**config.mk**
```make
export PLATFORM = sky130hd
export DESIGN_NAME = seq_addsub
export DESIGN_NICKNAME = d
export VERILOG_FILES = /design/src/rtl/seq_addsub.sv
export SDC_FILE = /design/constraint.sdc
export NUM_CORES = 1
export LEC_CHECK = 0
export CAP_MARGIN = 20
export CORE_UTILIZATION = 25
export DETAILED_ROUTE_END_ITERATION = 16
export GPL_ROUTABILITY_DRIVEN = 0
export GPL_TIMING_DRIVEN = 0
export PLACE_DENSITY_LB_ADDON = 0.05
export SYNTH_ARGS = -nofsm -noshare
export SYNTH_HDL_FRONTEND = slang
export SYNTH_SLANG_ARGS = --single-unit
export TNS_END_PERCENT = 100
```
**constraint.sdc**
```tcl
create_clock -name clk -period 3.6 [get_ports clk]
set_input_delay 0.9 -clock clk [delete_from_list [all_inputs] [get_ports clk]]
set_output_delay 0.9 -clock clk [all_outputs]
set_load 0.02 [all_outputs]
```
**src/rtl/seq_addsub.sv**
```systemverilog
// seq_addsub: multi-cycle adder/subtractor that walks a WIDTH-bit operation
// through a CHUNK-bit ripple stage, one chunk per clock, with the inter-chunk
// carry held in a register.
//
// Ports
//   clk, rst_n          clock, asynchronous active-low reset
//   in_valid/in_ready   operand handshake (in_ready high only in IDLE)
//   a, b, c_in, sub     operands, carry/borrow-in, 0 = add / 1 = subtract
//   out_valid/out_ready result handshake (out_valid high only in DONE)
//   sum                 WIDTH-bit result (modulo 2^WIDTH)
//   c_out               carry out of the MSB (for subtract: 1 = no borrow)
//   overflow            signed overflow
//   zero                sum == 0
//   dbg_state           current FSM state (IDLE=0, BUSY=1, DONE=2)
//
// Handshake: a transfer happens on a rising edge where valid and ready are both
// high. The producer holds its data stable while valid is high; this block
// samples operands only on the accepting edge and holds all result outputs
// constant while out_valid is high and out_ready is low.
module seq_addsub #(
  parameter int WIDTH = 32,
  parameter int CHUNK = 8
) (
  input  logic             clk,
  input  logic             rst_n,
  input  logic             in_valid,
  output logic             in_ready,
  input  logic [WIDTH-1:0] a,
  input  logic [WIDTH-1:0] b,
  input  logic             c_in,
  input  logic             sub,
  output logic             out_valid,
  input  logic             out_ready,
  output logic [WIDTH-1:0] sum,
  output logic             c_out,
  output logic             overflow,
  output logic             zero,
  output logic [1:0]       dbg_state
);

  localparam int N  = WIDTH / CHUNK;
  localparam int KW = (N > 1) ? $clog2(N) : 1;
  localparam logic [KW-1:0] K_LAST = KW'(N - 1);

  localparam logic [1:0] S_IDLE = 2'd0;
  localparam logic [1:0] S_BUSY = 2'd1;
  localparam logic [1:0] S_DONE = 2'd2;

  logic [1:0]       state_q, state_d;
  logic [KW-1:0]    k_q, k_d;
  logic [WIDTH-1:0] a_q, a_d;
  logic [WIDTH-1:0] b_q, b_d;
  logic             carry_q, carry_d;
  logic [WIDTH-1:0] sum_q, sum_d;
  logic             c_out_q, c_out_d;
  logic             ovf_q, ovf_d;
  logic             zero_q, zero_d;

  // Operand registers shift right by CHUNK every BUSY cycle, so the chunk
  // being worked on is always in the low bits; finished result chunks enter
  // the sum register from the top and reach their final position after N
  // cycles.
  logic [CHUNK-1:0] a_chunk;
  logic [CHUNK-1:0] b_chunk;
  logic [CHUNK:0]   chunk_full;
  logic             c_msb;
  logic [WIDTH-1:0] sum_shift;

  always_comb begin
    a_chunk    = a_q[CHUNK-1:0];
    b_chunk    = b_q[CHUNK-1:0];
    chunk_full = {1'b0, a_chunk} + {1'b0, b_chunk} + {{CHUNK{1'b0}}, carry_q};
    // Carry into the top bit of this chunk, recovered from the sum bit.
    c_msb      = a_chunk[CHUNK-1] ^ b_chunk[CHUNK-1] ^ chunk_full[CHUNK-1];
    sum_shift  = (sum_q >> CHUNK) | (WIDTH'(chunk_full[CHUNK-1:0]) << (WIDTH - CHUNK));
  end

  always_comb begin
    state_d = state_q;
    k_d     = k_q;
    a_d     = a_q;
    b_d     = b_q;
    carry_d = carry_q;
    sum_d   = sum_q;
    c_out_d = c_out_q;
    ovf_d   = ovf_q;
    zero_d  = zero_q;
    case (state_q)
      S_IDLE: begin
        if (in_valid) begin
          // Subtract is a + ~b + !c_in: invert b and the carry-in up front.
          a_d     = a;
          b_d     = b ^ {WIDTH{sub}};
          carry_d = c_in ^ sub;
          k_d     = '0;
          state_d = S_BUSY;
        end
      end
      S_BUSY: begin
        a_d     = a_q >> CHUNK;
        b_d     = b_q >> CHUNK;
        sum_d   = sum_shift;
        carry_d = chunk_full[CHUNK];
        k_d     = k_q + KW'(1);
        if (k_q == K_LAST) begin
          k_d     = '0;
          c_out_d = chunk_full[CHUNK];
          ovf_d   = chunk_full[CHUNK] ^ c_msb;
          zero_d  = (sum_shift == '0);
          state_d = S_DONE;
        end
      end
      S_DONE: begin
        if (out_ready) state_d = S_IDLE;
      end
      default: state_d = S_IDLE;
    endcase
  end

  always_ff @(posedge clk or negedge rst_n) begin
    if (!rst_n) begin
      state_q <= S_IDLE;
      k_q     <= '0;
      a_q     <= '0;
      b_q     <= '0;
      carry_q <= 1'b0;
      sum_q   <= '0;
      c_out_q <= 1'b0;
      ovf_q   <= 1'b0;
      zero_q  <= 1'b0;
    end else begin
      state_q <= state_d;
      k_q     <= k_d;
      a_q     <= a_d;
      b_q     <= b_d;
      carry_q <= carry_d;
      sum_q   <= sum_d;
      c_out_q <= c_out_d;
      ovf_q   <= ovf_d;
      zero_q  <= zero_d;
    end
  end

  assign in_ready  = (state_q == S_IDLE);
  assign out_valid = (state_q == S_DONE);
  assign sum       = sum_q;
  assign c_out     = c_out_q;
  assign overflow  = ovf_q;
  assign zero      = zero_q;
  assign dbg_state = state_q;

endmodule

```
* After elaboration in Yosys (flattened, before gate mapping)
Index checks and enable logic that the tools add are counted.
** Storage, ports and cells
- Bits in registers :: 104
- Bits in latches :: 0
- RAM bits :: 0
- Bits in read-only memories :: 0
- Bits of input ports :: 70
- Output and inout port bits :: 39
- Logic and storage cells :: 43
- Memories kept :: 0
** Operators by class
- Add/sub/neg operators :: 3
- Multiply operators :: 0
- Divide/modulo/power cells :: 0
- Order comparisons :: 0
- Equal/unequal tests :: 6
- Shift operators :: 0
- Multiplexer cells :: 13
- Bitwise operators :: 6
- Reduce and logical (&&, ||, !) cells :: 6
** Operators by type and width (number)
- 32-bit one-hot mux with 2 select lines :: 2
- 32-bit two-way mux :: 2
- 32-bit logical NOT :: 1
- 24-bit by 32-bit bitwise OR with 32-bit output :: 1
- 32-bit bitwise XOR :: 1
- 2-bit two-way mux :: 5
- 8-bit by 8-bit adder with 9-bit output :: 1
- 9-bit by 1-bit adder with 9-bit output :: 1
- 2-bit one-hot mux with 3 select lines :: 1
- 2-bit equality test (second input constant) :: 2
- 2-bit != test (second input constant) :: 2
- 2-bit one-hot mux with 2 select lines :: 1
- 2-bit AND reduction :: 2
- 1-bit bitwise XOR :: 4
- 3-bit AND reduction :: 1
- 2-bit by 1-bit adder with 2-bit output (second input constant) :: 1
- 2-bit by 1-bit equality test with 1-bit output (second input constant) :: 1
- 2-bit logical NOT :: 1
- 2-bit by 1-bit != test with 1-bit output (second input constant) :: 1
- 1-bit one-hot mux with 2 select lines :: 1
- 2-bit nonzero test :: 1
- 1-bit two-way mux :: 1

* Longest topological paths before layout
Gate-level depths: netlist of run 1.
- Depth after elaboration :: 4
- Gate-level depth with buffers :: 8

* Least setup slack after synthesis of run 1
OpenSTA, ideal clock, no wires.
- Path kind :: register -> output
- From :: reg state_q[1] (netlist: dbg_state[1])
- To :: out in_ready
- Arrival time :: 1.360 ns
- Data required time :: 2.700 ns
- Path slack :: 1.340 ns
- Stages on the path, launching flop included :: 5
- Path buffers :: 3
- Cells stage by stage :: dfrtp_1 -> buf_2 -> clkbuf_1 -> clkbuf_1 -> nor2_1
** On the way
- Cells in the longest elaborated chain, start to end :: 1
** Ends and longest elaborated chain
- from (decl) :: line 49 : logic [1:0] state_q, state_d;
- from (signal assigned) :: line 132 : state_q <= state_d;
- 2-bit logical NOT :: line 144 : assign in_ready = (state_q == S_IDLE);
- to (decl) :: line 27 : output logic in_ready,
No other way between the ends.

* Worst setup path after layout of run 1
Same ends and word-level chain as after synthesis.

==> out/metrics.yaml, run 1 <==
status: "completed"
period_minus_slack_ns: 3.26
synthTopCellsByArea: "dfrtp_1 (49%), a22oi_1 (6.9%), nand2_1 (6.3%), nor2b_1 (5.6%), xor2_1 (5.6%)"
cts_buffers: 9
mostFrequentLayoutCell: "clkdlybuf4s50_1"
reg2regPathDepth: 8
setup-tns-final_ns: 0
ys_ff_latch: 104
avgViaCountPerCell: 4.78
wire_per_inst_um: 17.7
setup_violations: 0
nets: 763
io_buffer_count: 107
diodes: 0
die_h_um: 148
slew_violations: 0
yosysWarnings: 0
dr_total_vias: 4605
die_area_sq_um: 22000
htree_levels: 3
grt_use_total_pct: 16.1
min_path_type: "reg2reg"
post-route-period-util_pct: 90.6
grt_max_degree: 54
layout_common_cells: "clkdlybuf4s50_1 (106), dfrtp_1 (104), nand2_1 (89)"
maxCapViolCount: 0
antenna_left: 0
layout-drive-gt1-share_pct: 6.10
rows: 53
root_buffer: "clkbuf_16"
r2r-start: "a_q[0]"
synth_ff_type: "dfrtp_1"
finalNonFillerCells: 963
grt_overflow: 0
die_w_um: 148
worst-path-buf-inv: 4
fmax_ghz: 0.307
cts_buffer_depth: 2
synth.top_cell.area_share_pct: 48.7
critical_path.startpoint_type: "flip-flop"
netlist_instances: 564
antenna_found_initial: 0
synth_edf_count: 0
initial_core_util_pct: 25.5
rrSetupSlack_ns: 1.11
synth_top_area_cell: "dfrtp_1"
multi_input_area_sq_um: 2530
syn-cell-area_sq_um: 5340
grt_pass1_wl_um: 26500
crit_family: "buffers and inverters"
max_stage_delay_ns: 0.56
grt_pass1_vias: 4522
cts_sinks: 104
detail_route.first_pass.iterations: 4
hold_buffers: 0
seqCellArea_sq_um: 2600
drc: 0
cp-end-kind: "output port"
clock_latency_ns: 0.36
ys_async_sr_fraction_pct: 100
crit_slowest_cell: "clkdlybuf4s50_1"
drtIter0Drc: 240
syn_nets: 644
path_cells: "buf_2, clkbuf_1, clkbuf_2, nor2_1, clkdlybuf4s50_1"
crit_path_start: "dbg_state[1]"
placed_cells: 947
drt-total-wl_um: 17000
hold_viol_final: 0
path_class: "reg2out"
area_delta_synth_final_pct: 33.0
cp-endpoint: "in_ready"
relSlewSlack_pct: 46.9
cp_num_cells: 5
syn_area_per_cell_sq_um: 9.47
fillers: 2212
cp.required_ns: 2.70
powerDensity_nw_per_um2: 836
r2r-end: "zero"
tightestPinTransition_ns: 0.794
synth_cell_types: 41
skew_ns: 0.00719
synth_seq_area_share_pct: 48.7
core_area_sq_um: 21000
cts_tree: "yes"
ios: 109
critPathArrivalTime_ns: 2.36
cts.clk_slew.worst_paths_ns: 0.08
peakVddDrop_mv: 0.247
hpwl_um: 12400
leakage_nw: 3.00
rsz0062_at_grt: "no"
cp_max_fo: 10
-- report_power, final --
| group | internal (mW) | switching (mW) |
|---|---|---|
| sequential | 1.64 | 0.431 |
| combinational | 1.19 | 1.63 |
| clock | 0.555 | 0.499 |
| total | 3.38 | 2.56 |
-- sequential cells by signal, summed over array words and instances, names as in the netlist --
signal	count
a_q	32
b_q	32
sum	32
dbg_state	2
k_q	2
c_out	1
carry_q	1
overflow	1
zero	1
-- logic make-up (layout without fill, tap and decap cells) --
logic type	count (synthesis)	count (layout)	synth area share, %
buf+inv	48	172	3.84
compound gates	190	190	22.6
fa+ha+maj	10	10	2.62
xor+xnor	38	38	6.23
mux	1	1	0.281
flops	104	104	48.7
simple gates	173	173	15.7
-- cell usage after synthesis (2+ instances only) --
cell type	number
inv_1	6
nand2_1	89
nor4_1	5
xnor2_1	4
nor3b_1	2
nor3_1	2
nor2_1	11
a21oi_1	49
xor2_1	34
o21ai_0	59
nand2b_1	5
ha_1	8
clkbuf_1	26
nor2b_1	48
o31ai_1	2
buf_2	14
a22oi_1	49
a22o_1	17
nand3_1	4
dfrtp_1	104
fa_1	2
nand4_1	3
a2bb2oi_1	2
o31ai_2	2
-- worst min path at each step --
stage	startpoint	to	slack, ns	depth (start not counted)
2_1_floorplan	k_q[0]	k_q[0]	0.46	1
3_3_place_gp	sum[6]	sum[6]	0.46	2
3_5_place_dp	sum[2]	sum[2]	0.47	2
4_1_cts	sum[2]	sum[2]	0.49	2
5_1_grt	sum[6]	sum[6]	0.51	2
6_report	sum[2]	sum[2]	0.48	2
-- timing repair --
action,CTS,global route
gates resized for setup,0,2
setup buffers,0,0
endpoints found under the setup margin,0,1
-- worst reg2reg max path: cells and delay by family (launching register included) --
kind	cells	cell delay, ns
AOI/OAI and AO/OA	1	0.19
adders and majority gates	2	0.79
buffers and inverters	1	0.06
DFF	1	0.45
and+or+nand+nor	4	0.91
-- final cells by class --
cell class,instances,area share (%)
Clock buffer,9,3.17
Timing Repair Buffer,108,15.5
Inverter,6,0.317
Clock inverter,7,1.27
Tap cell,275,4.84
Buffer,42,2.59
Multi-Input combinational cell,412,35.7
Sequential cell,104,36.6
-- metal layers --
metal,GRT usage (%),vias to the layer above,share of wire [%]
li1,-,2229,-
met1,22.4,2269,48
met2,25.6,95,48
met3,2.27,12,3.0
met4,5.21,0,1.1
met5,0,-,0
-- per-stage QoR --
stage / utilization (%) / total power [mW] / cell area, sq um / hold slack (ns) / worst slack (ns)
after floorplan: - / 3.76 / 5340 / 0.462 / 1.34
after global placement: 32.2 / 4.91 / 6760 / 0.460 / -2.78
after detailed placement: 32.4 / 4.95 / 6790 / 0.469 / 0.457
after CTS: 33.9 / 6.03 / 7100 / 0.488 / 0.0616
after global routing: 33.9 / 6.39 / 7100 / 0.508 / 0.123
final: 33.9 / 5.94 / 7100 / 0.480 / 0.337
Power figures use the tool's default switching activity.
==> run 2, diff against run 1 <==
Settings changed: GPL_ROUTABILITY_DRIVEN 0 to 1.
==> results of run 2 <==
Final layout, timing and power as in run 1 (identical DEF).
